File: src/rtl/ram_fifo_flex.sv
// RAM-backed single-clock FIFO with standard or fall-through read mode, fill level, programmable
// almost flags and sticky errors; pushes are dropped when full and pops are ignored when empty.
module ram_fifo_flex #(
  parameter int WIDTH     = 8,
  parameter int DEPTH     = 8,
  parameter bit FWFT      = 1'b0,
  parameter int AF_THRESH = 2**DEPTH - 2,
  parameter int AE_THRESH = 2
) (
  input  logic             clk,
  input  logic             res_n,
  input  logic             shift_in,
  input  logic [WIDTH-1:0] wdata,
  input  logic             shift_out,
  output logic [WIDTH-1:0] rdata,
  output logic             full,
  output logic             empty,
  output logic             almost_full,
  output logic             almost_empty,
  output logic [DEPTH:0]   level,
  output logic             overflow,
  output logic             underflow,
  input  logic             clr_err
);

  localparam logic [DEPTH:0] CAP    = {1'b1, {DEPTH{1'b0}}};
  localparam logic [DEPTH:0] AF_LVL = (DEPTH+1)'(AF_THRESH);
  localparam logic [DEPTH:0] AE_LVL = (DEPTH+1)'(AE_THRESH);

  logic [WIDTH-1:0] mem [2**DEPTH];

  logic [DEPTH-1:0] wr_ptr_q, wr_ptr_d;
  logic [DEPTH-1:0] rd_ptr_q, rd_ptr_d;
  logic [DEPTH:0]   level_q, level_d;
  logic [WIDTH-1:0] rdata_q, rdata_d;
  logic             ov_q, ov_d;
  logic             overflow_q, overflow_d;
  logic             underflow_q, underflow_d;

  logic             push_acc, pop_acc, load;
  logic [DEPTH:0]   ram_cnt;

  assign full         = (level_q == CAP);
  // In fall-through mode the output register, not the level, decides whether a word is poppable.
  assign empty        = FWFT ? !ov_q : (level_q == '0);
  assign almost_full  = (level_q >= AF_LVL);
  assign almost_empty = (level_q <= AE_LVL);
  assign level        = level_q;
  assign rdata        = rdata_q;
  assign overflow     = overflow_q;
  assign underflow    = underflow_q;

  always_comb begin
    push_acc = shift_in && !full;
    pop_acc  = shift_out && !empty;
    ram_cnt  = level_q - (DEPTH+1)'(ov_q);
    load     = FWFT ? ((!ov_q || pop_acc) && (ram_cnt != '0)) : pop_acc;

    wr_ptr_d = wr_ptr_q;
    rd_ptr_d = rd_ptr_q;
    rdata_d  = rdata_q;
    ov_d     = ov_q;

    if (push_acc) wr_ptr_d = wr_ptr_q + DEPTH'(1);

    // Only words written at an earlier edge are counted in ram_cnt, so the read never races a write.
    if (load) begin
      rdata_d  = mem[rd_ptr_q];
      rd_ptr_d = rd_ptr_q + DEPTH'(1);
      ov_d     = FWFT;
    end else if (pop_acc) begin
      ov_d = 1'b0;
    end

    level_d     = level_q + (DEPTH+1)'(push_acc) - (DEPTH+1)'(pop_acc);
    overflow_d  = (overflow_q && !clr_err) || (shift_in && full);
    underflow_d = (underflow_q && !clr_err) || (shift_out && empty);
  end

  always_ff @(posedge clk) begin
    if (push_acc) mem[wr_ptr_q] <= wdata;
  end

  always_ff @(posedge clk or negedge res_n) begin
    if (!res_n) begin
      wr_ptr_q    <= '0;
      rd_ptr_q    <= '0;
      level_q     <= '0;
      rdata_q     <= '0;
      ov_q        <= 1'b0;
      overflow_q  <= 1'b0;
      underflow_q <= 1'b0;
    end else begin
      wr_ptr_q    <= wr_ptr_d;
      rd_ptr_q    <= rd_ptr_d;
      level_q     <= level_d;
      rdata_q     <= rdata_d;
      ov_q        <= ov_d;
      overflow_q  <= overflow_d;
      underflow_q <= underflow_d;
    end
  end

endmodule

File: config.mk
export PLATFORM = sky130hd
export DESIGN_NAME = ram_fifo_flex
export DESIGN_NICKNAME = d
export VERILOG_FILES = /design/src/rtl/ram_fifo_flex.sv
export SDC_FILE = /design/constraint.sdc
export NUM_CORES = 2
export LEC_CHECK = 0
export BUFFER_PORTS_ARGS = -buffer_cell sky130_fd_sc_hd__buf_2
export CAP_MARGIN = 20
export CORE_UTILIZATION = 59
export CTS_BUF_LIST = sky130_fd_sc_hd__clkbuf_4
export CTS_CLUSTER_SIZE = 14
export DETAILED_ROUTE_END_ITERATION = 7
export PLACE_DENSITY = 0.82
export REMOVE_ABC_BUFFERS = 1
export SYNTH_ARGS = -nofsm -noshare
export SYNTH_HDL_FRONTEND = slang
export SYNTH_SLANG_ARGS = --single-unit
File: constraint.sdc
create_clock -name clk -period 3.5 [get_ports clk]
set_clock_uncertainty 0.2 [all_clocks]
set_input_delay 0.525 -clock clk [delete_from_list [all_inputs] [get_ports clk]]
set_output_delay 0.525 -clock clk [all_outputs]
set_load 0.02 [all_outputs]
# After elaboration in Yosys (flattened, before gate mapping)
# Memory sizes are Yosys's and may differ from the RTL's. A register that Yosys moved wholly into a read port is not among the register bits.
# Cells that the tools add are included.
[classes]
n_addsub = 4
n_lt_le_gt_ge = 2
n_eq_ne = 1
n_mux = 2
n_reduce_logical = 13
[ops]
columns = ["cell", "count"]
rows = [
  ["8-bit by 1-bit adder with 8-bit output (second input constant)", 2],
  ["9-bit by 1-bit adder with 9-bit output", 1],
  ["9-bit == test (second input constant)", 1],
  ["9-bit by 8-bit greater-or-equal comparator with 1-bit output (second input constant)", 1],
  ["9-bit by 2-bit less-or-equal comparator with 1-bit output (second input constant)", 1],
  ["9-bit zero test", 1],
  ["9-bit by 1-bit subtractor with 9-bit output", 1],
  ["1-bit logical AND", 6],
  ["1-bit zero test", 4],
  ["1-bit logical OR", 2],
  ["1-bit two-way mux", 2],
]
[word_totals]
ff_bits = 27
ramBits = 2048
input_bits = 13
output_inout_bits = 23
word_cells = 28
n_memories = 1
[memory_table]
columns = ["memory", "depth", "word_bits", "rd", "rd_ports_with_merged_regs", "wr", "line_no", "text"]
rows = [
  ["mem", 256, 8, 1, 1, 1, "30", "logic [WIDTH-1:0] mem [2**DEPTH];"],
]

# Depth between registers and ports, before layout
[depth]
ltp_word = 5
ltp_mapped = 19
depth_no_buf = 18

# Least setup slack after synthesis
# No wires, ideal clock.
[synth_path]
path_kind = "register -> register"
startpoint = "register level_q[2], in the netlist level[2]"
endpoint = "register level_q[8], in the netlist level[8]"
setup_ns = 0.128
arrival_time_ns = 3.292
t_required_ns = 3.172
slack_ns = -0.119
stages_incl_launch_ff = 20
n_path_buf = 1
synth_period_minus_slack_ns = 3.619
cell_sequence = "dfrtp_1 inv_1 ha_1 nor4bb_1 nand3_1 and2_1 clkbuf_1 inv_1 ha_1 inv_1 ha_1 inv_1 fa_1 o21bai_1 a21oi_1 o21bai_1 a21oi_1 o21bai_1 a21oi_1 xor2_1"
[synth_between]
elab_chain_len = 5
elab_cells_between_ends = 8
classes_between = "2 x add/sub; 1 x eq/ne; 5 x reduce/logical"
[synth_rtl]
columns = ["element", "line_no", "text"]
rows = [
  ["from (decl)", "34", "logic [DEPTH:0] level_q, level_d;"],
  ["from (signal assigned)", "96", "level_q <= level_d;"],
  ["9-bit == test", "43", "assign full = (level_q == CAP);"],
  ["1-bit zero test", "54", "push_acc = shift_in && !full;"],
  ["1-bit logical AND", "54", ""],
  ["9-bit by 1-bit adder with 9-bit output", "75", "level_d = level_q + (DEPTH+1)'(push_acc) - (DEPTH+1)'(pop_acc);"],
  ["9-bit by 1-bit subtractor with 9-bit output (*)", "75", ""],
  ["net level_d[8]", "34", ""],
]
# Mark *: on every way through the listed nets, which the timed path passes. The rest lies on a longest branch.
# A chain may end at the register's enable or synchronous reset.

==> flow_metrics.tcl <==
set metrics [dict create \
    power_density_nw_per_um2 752 \
    worst_pin_slew_ns 0.976 \
    drc_errors 4 \
    grt_usage_pct 30.1 \
    post-dp-hpwl_mm 129 \
    die_y_um 373 \
    drt_wl_total_mm 209 \
    final-hold-violation-count 0 \
    core_area_um2 136000 \
    syn_to_final_growth_pct 13.8 \
    power.internal_mw 46.9 \
    nFillCells 7918 \
    grt_pass1_wl_mm 301 \
    max_cap_viol_count 0 \
    setup_tns_ns -0.222 \
    synth_area_um2 81300 \
    io_buffers 35 \
    nets 4582 \
    synth_edf_count 2048 \
    cts_tree "done" \
    dr.pass1.iters 8 \
    rows 135 \
    cts.clk_slew.worst_paths_ns 0.07 \
    fin_crit_ns 3.58 \
    failed_checks "design-rule violations, negative setup slack" \
    drive_above_1_share_pct 35.0 \
    min_period_over_period_pct 102 \
    avgSynthCellArea_um2 21.2 \
    critical_path_class "reg2reg" \
    worstSetupEndpointType "register" \
    slew_headroom_pct 34.7 \
    ys_seq_area_share_pct 76.7 \
    yosysWarningCount 0 \
    wl_per_cell_um 31.3 \
    synth_cell_type_count 67 \
    clock_tree.root_cell "clkbuf_4" \
    antenna_left 0 \
    p_comb_share_pct 32.4 \
    worstSkewPairLatency_ns 1.45 \
    rsz0062_at_grt "true" \
    switching_power_mw 22.6 \
    switching_share_pct 32.5 \
    gp_congestion 0.994 \
    fmaxAchievable_ghz 0.279 \
    p_seq_share_pct 40.7 \
    ios 36 \
    num_vias 44500 \
    fp.dieW_um 373 \
    grt_max_degree 101 \
    ctsLongestPathBuffers 4 \
    synth_cells 3836 \
    hold_path.class "in2reg" \
    grt_pass1_vias 45300 \
    drtIter0Drc 6280 \
    synthArstFlopShare_pct 1.68 \
    antenna_found_initial 3 \
    cts_sinks 2083 \
    dieArea_um2 139000 \
    setup_ws_ns -0.0798 \
    start_util_pct 59.8 \
    cp.arrival_ns 4.70 \
    gr-total-overflow 0 \
    viasPerCell 6.65 \
    crit_path_max_fanout 15 \
    clock_power_share_pct 26.9 \
    ys_seq_elements 2083 \
    slew_violations 0 \
    htree_levels 5 \
    cts_made_buffers 492 \
    leakage_nw 30.5 \
    vdd_drop_max_mv 0.432 \
    status "complete, but fails checks" \
    finalSetupViolCount 6 \
    cp-start-kind "register" \
    synth_ff_type "edfxtp_1" \
    final_util_pct 68.0 \
    required_ns 4.62 \
]
[power groups by stage]
stage,registers (mW),logic (mW),clock network (mW)
6_report,28.3,22.6,18.7
2_1_floorplan,29.4,7.56,0
5_1_grt,28.3,23.1,20.1
3_5_place_dp,28.8,21.3,0
3_3_place_gp,28.8,20.9,0
4_1_cts,28.3,21.6,18.9
[stage by stage]
stage,worst slack [ns],power [mW],instances,hold slack [ns],area (µm²)
after CTS,-0.0277,68.8,6660,0.00567,92200
after global routing,-0.184,71.4,6680,0.0509,92500
after global placement,-0.0192,49.7,5782,0.289,85900
after floorplan,-20.56,37.0,3615,0.0294,80000
final,-0.0798,69.6,6681,0.0560,92500
after detailed placement,-0.0400,50.1,5782,0.300,85900
[layout by cell type, fill, tap and decap left out, types with 13 or more instances in the layout]
cell and n:
buf_4 313, a221oi_1 17, o22ai_1 27, o21ai_0 28
clkbuf_4 694, mux2i_1 164, edfxtp_1 2048, ha_1 26
a22oi_1 48, nand2_1 138, inv_1 19, buf_12 54
o221ai_1 13, dlygate4sd3_1 20, clkinv_1 124, dfrtp_1 29
xnor2_1 14, mux4_2 501, clkinv_2 21, nand3_1 27
nor2_2 27, nor2_1 257, a21oi_1 54, buf_2 25
[worst max-delay path, cell delays in order (launching register included)]
cell and delay (ns):
dfrtp_4 0.62, buf_12 0.16, buf_4 0.12, bufbuf_16 0.33
mux4_2 0.58, mux4_2 0.52, a22oi_1 0.46, a31o_2 0.30
o221ai_1 0.14
[path summary, 6_finish.rpt]
kind | start | end | slack (ns) | cells past startpoint
max | rd_ptr_q[0] | rdata[1] | -0.08 | 8
min | shift_in | wr_ptr_q[0] | 0.06 | 5
max reg2reg | rd_ptr_q[0] | rdata[1] | -0.08 | 8
min reg2reg | wr_ptr_q[5] | wr_ptr_q[5] | 0.34 | 1
max in group asynchronous | res_n | wr_ptr_q[2] | 2.26 | 5
min in group asynchronous | res_n | rdata[5] | 0.54 | 5
[state kept, by name, indices dropped and copies added, names as in the netlist]
signal	flops
level	9
rd_ptr_q	8
rdata	8
underflow	1
mem	2048
wr_ptr_q	8
overflow	1
[cells by family after synthesis]
logic type	share of synthesized area, %
AOI/OAI and AO/OA	2.38
xor gates and xnor gates	0.226
adders and majority gates	0.455
buffers and inverters	1.72
DFF	76.7
muxes	16.0
and+or+nand+nor	2.57
[metal layers]
metal | up-vias | share of wire, % | wire length (µm) | global-route usage (%)
met5 | - | 0.10 | 218 | 1.03
met4 | 4 | 5.8 | 12000 | 15.8
met3 | 735 | 14 | 29400 | 9.46
met2 | 3709 | 47 | 98000 | 46.1
met1 | 22400 | 33 | 69400 | 39.0
li1 | 17600 | - | - | -
[cell type report]
class | count | area [µm²] | share of cell area [%]
antenna | 5 | 12.5 | 0.0135
clock buffer | 694 | 5210 | 5.63
clock inverter | 155 | 722 | 0.780
inverter | 26 | 103 | 0.111
multi-input combinational | 1506 | 17800 | 19.2
sequential | 2083 | 62400 | 67.4
tap | 1781 | 2230 | 2.41
timing repair buffer | 431 | 4090 | 4.42
[timing repair]
action                                 4_1_cts  5_1_grt
setup buffers                                7       14
hold buffers                                21        0
resized for setup                           20       45
cloned                                       1        2
setup endpoints to repair                   14      657
pin swaps                                    2       11
endpoints found under the hold margin     2017        0
[cells in the mapped netlist (4+ instances only)]
cell / count / share of area (%)
edfxtp_1: 2048 / 76
mux4_2: 501 / 14
nor2_1: 285 / 1.3
mux2i_1: 165 / 2.0
nand2_1: 138 / 0.64
clkbuf_1: 93 / 0.43
a21oi_1: 55 / 0.34
a22oi_1: 48 / 0.44
buf_2: 48 / 0.30
buf_6: 39 / 0.54
dfrtp_1: 35 / 1.1
o21ai_0: 30 / 0.18
ha_1: 28 / 0.43
nand3_1: 28 / 0.17
o22ai_1: 28 / 0.22
inv_1: 25 / 0.12
buf_4: 20 / 0.18
a221oi_1: 19 / 0.20
buf_1: 17 / 0.078
o221ai_1: 14 / 0.15
xnor2_1: 14 / 0.15
nor2b_1: 12 / 0.092
nor3_1: 11 / 0.068
a22o_1: 10 / 0.11
a31oi_1: 9 / 0.069
a211oi_1: 7 / 0.065
xor2_1: 7 / 0.075
a21o_1: 6 / 0.055
a222oi_1: 6 / 0.074
nor4_1: 6 / 0.046
o21bai_1: 6 / 0.055
and2_1: 5 / 0.038
and3_1: 5 / 0.038
mux2_2: 5 / 0.069
buf_8: 4 / 0.074
nand3b_1: 4 / 0.037
Power figures use the tool's default switching activity.
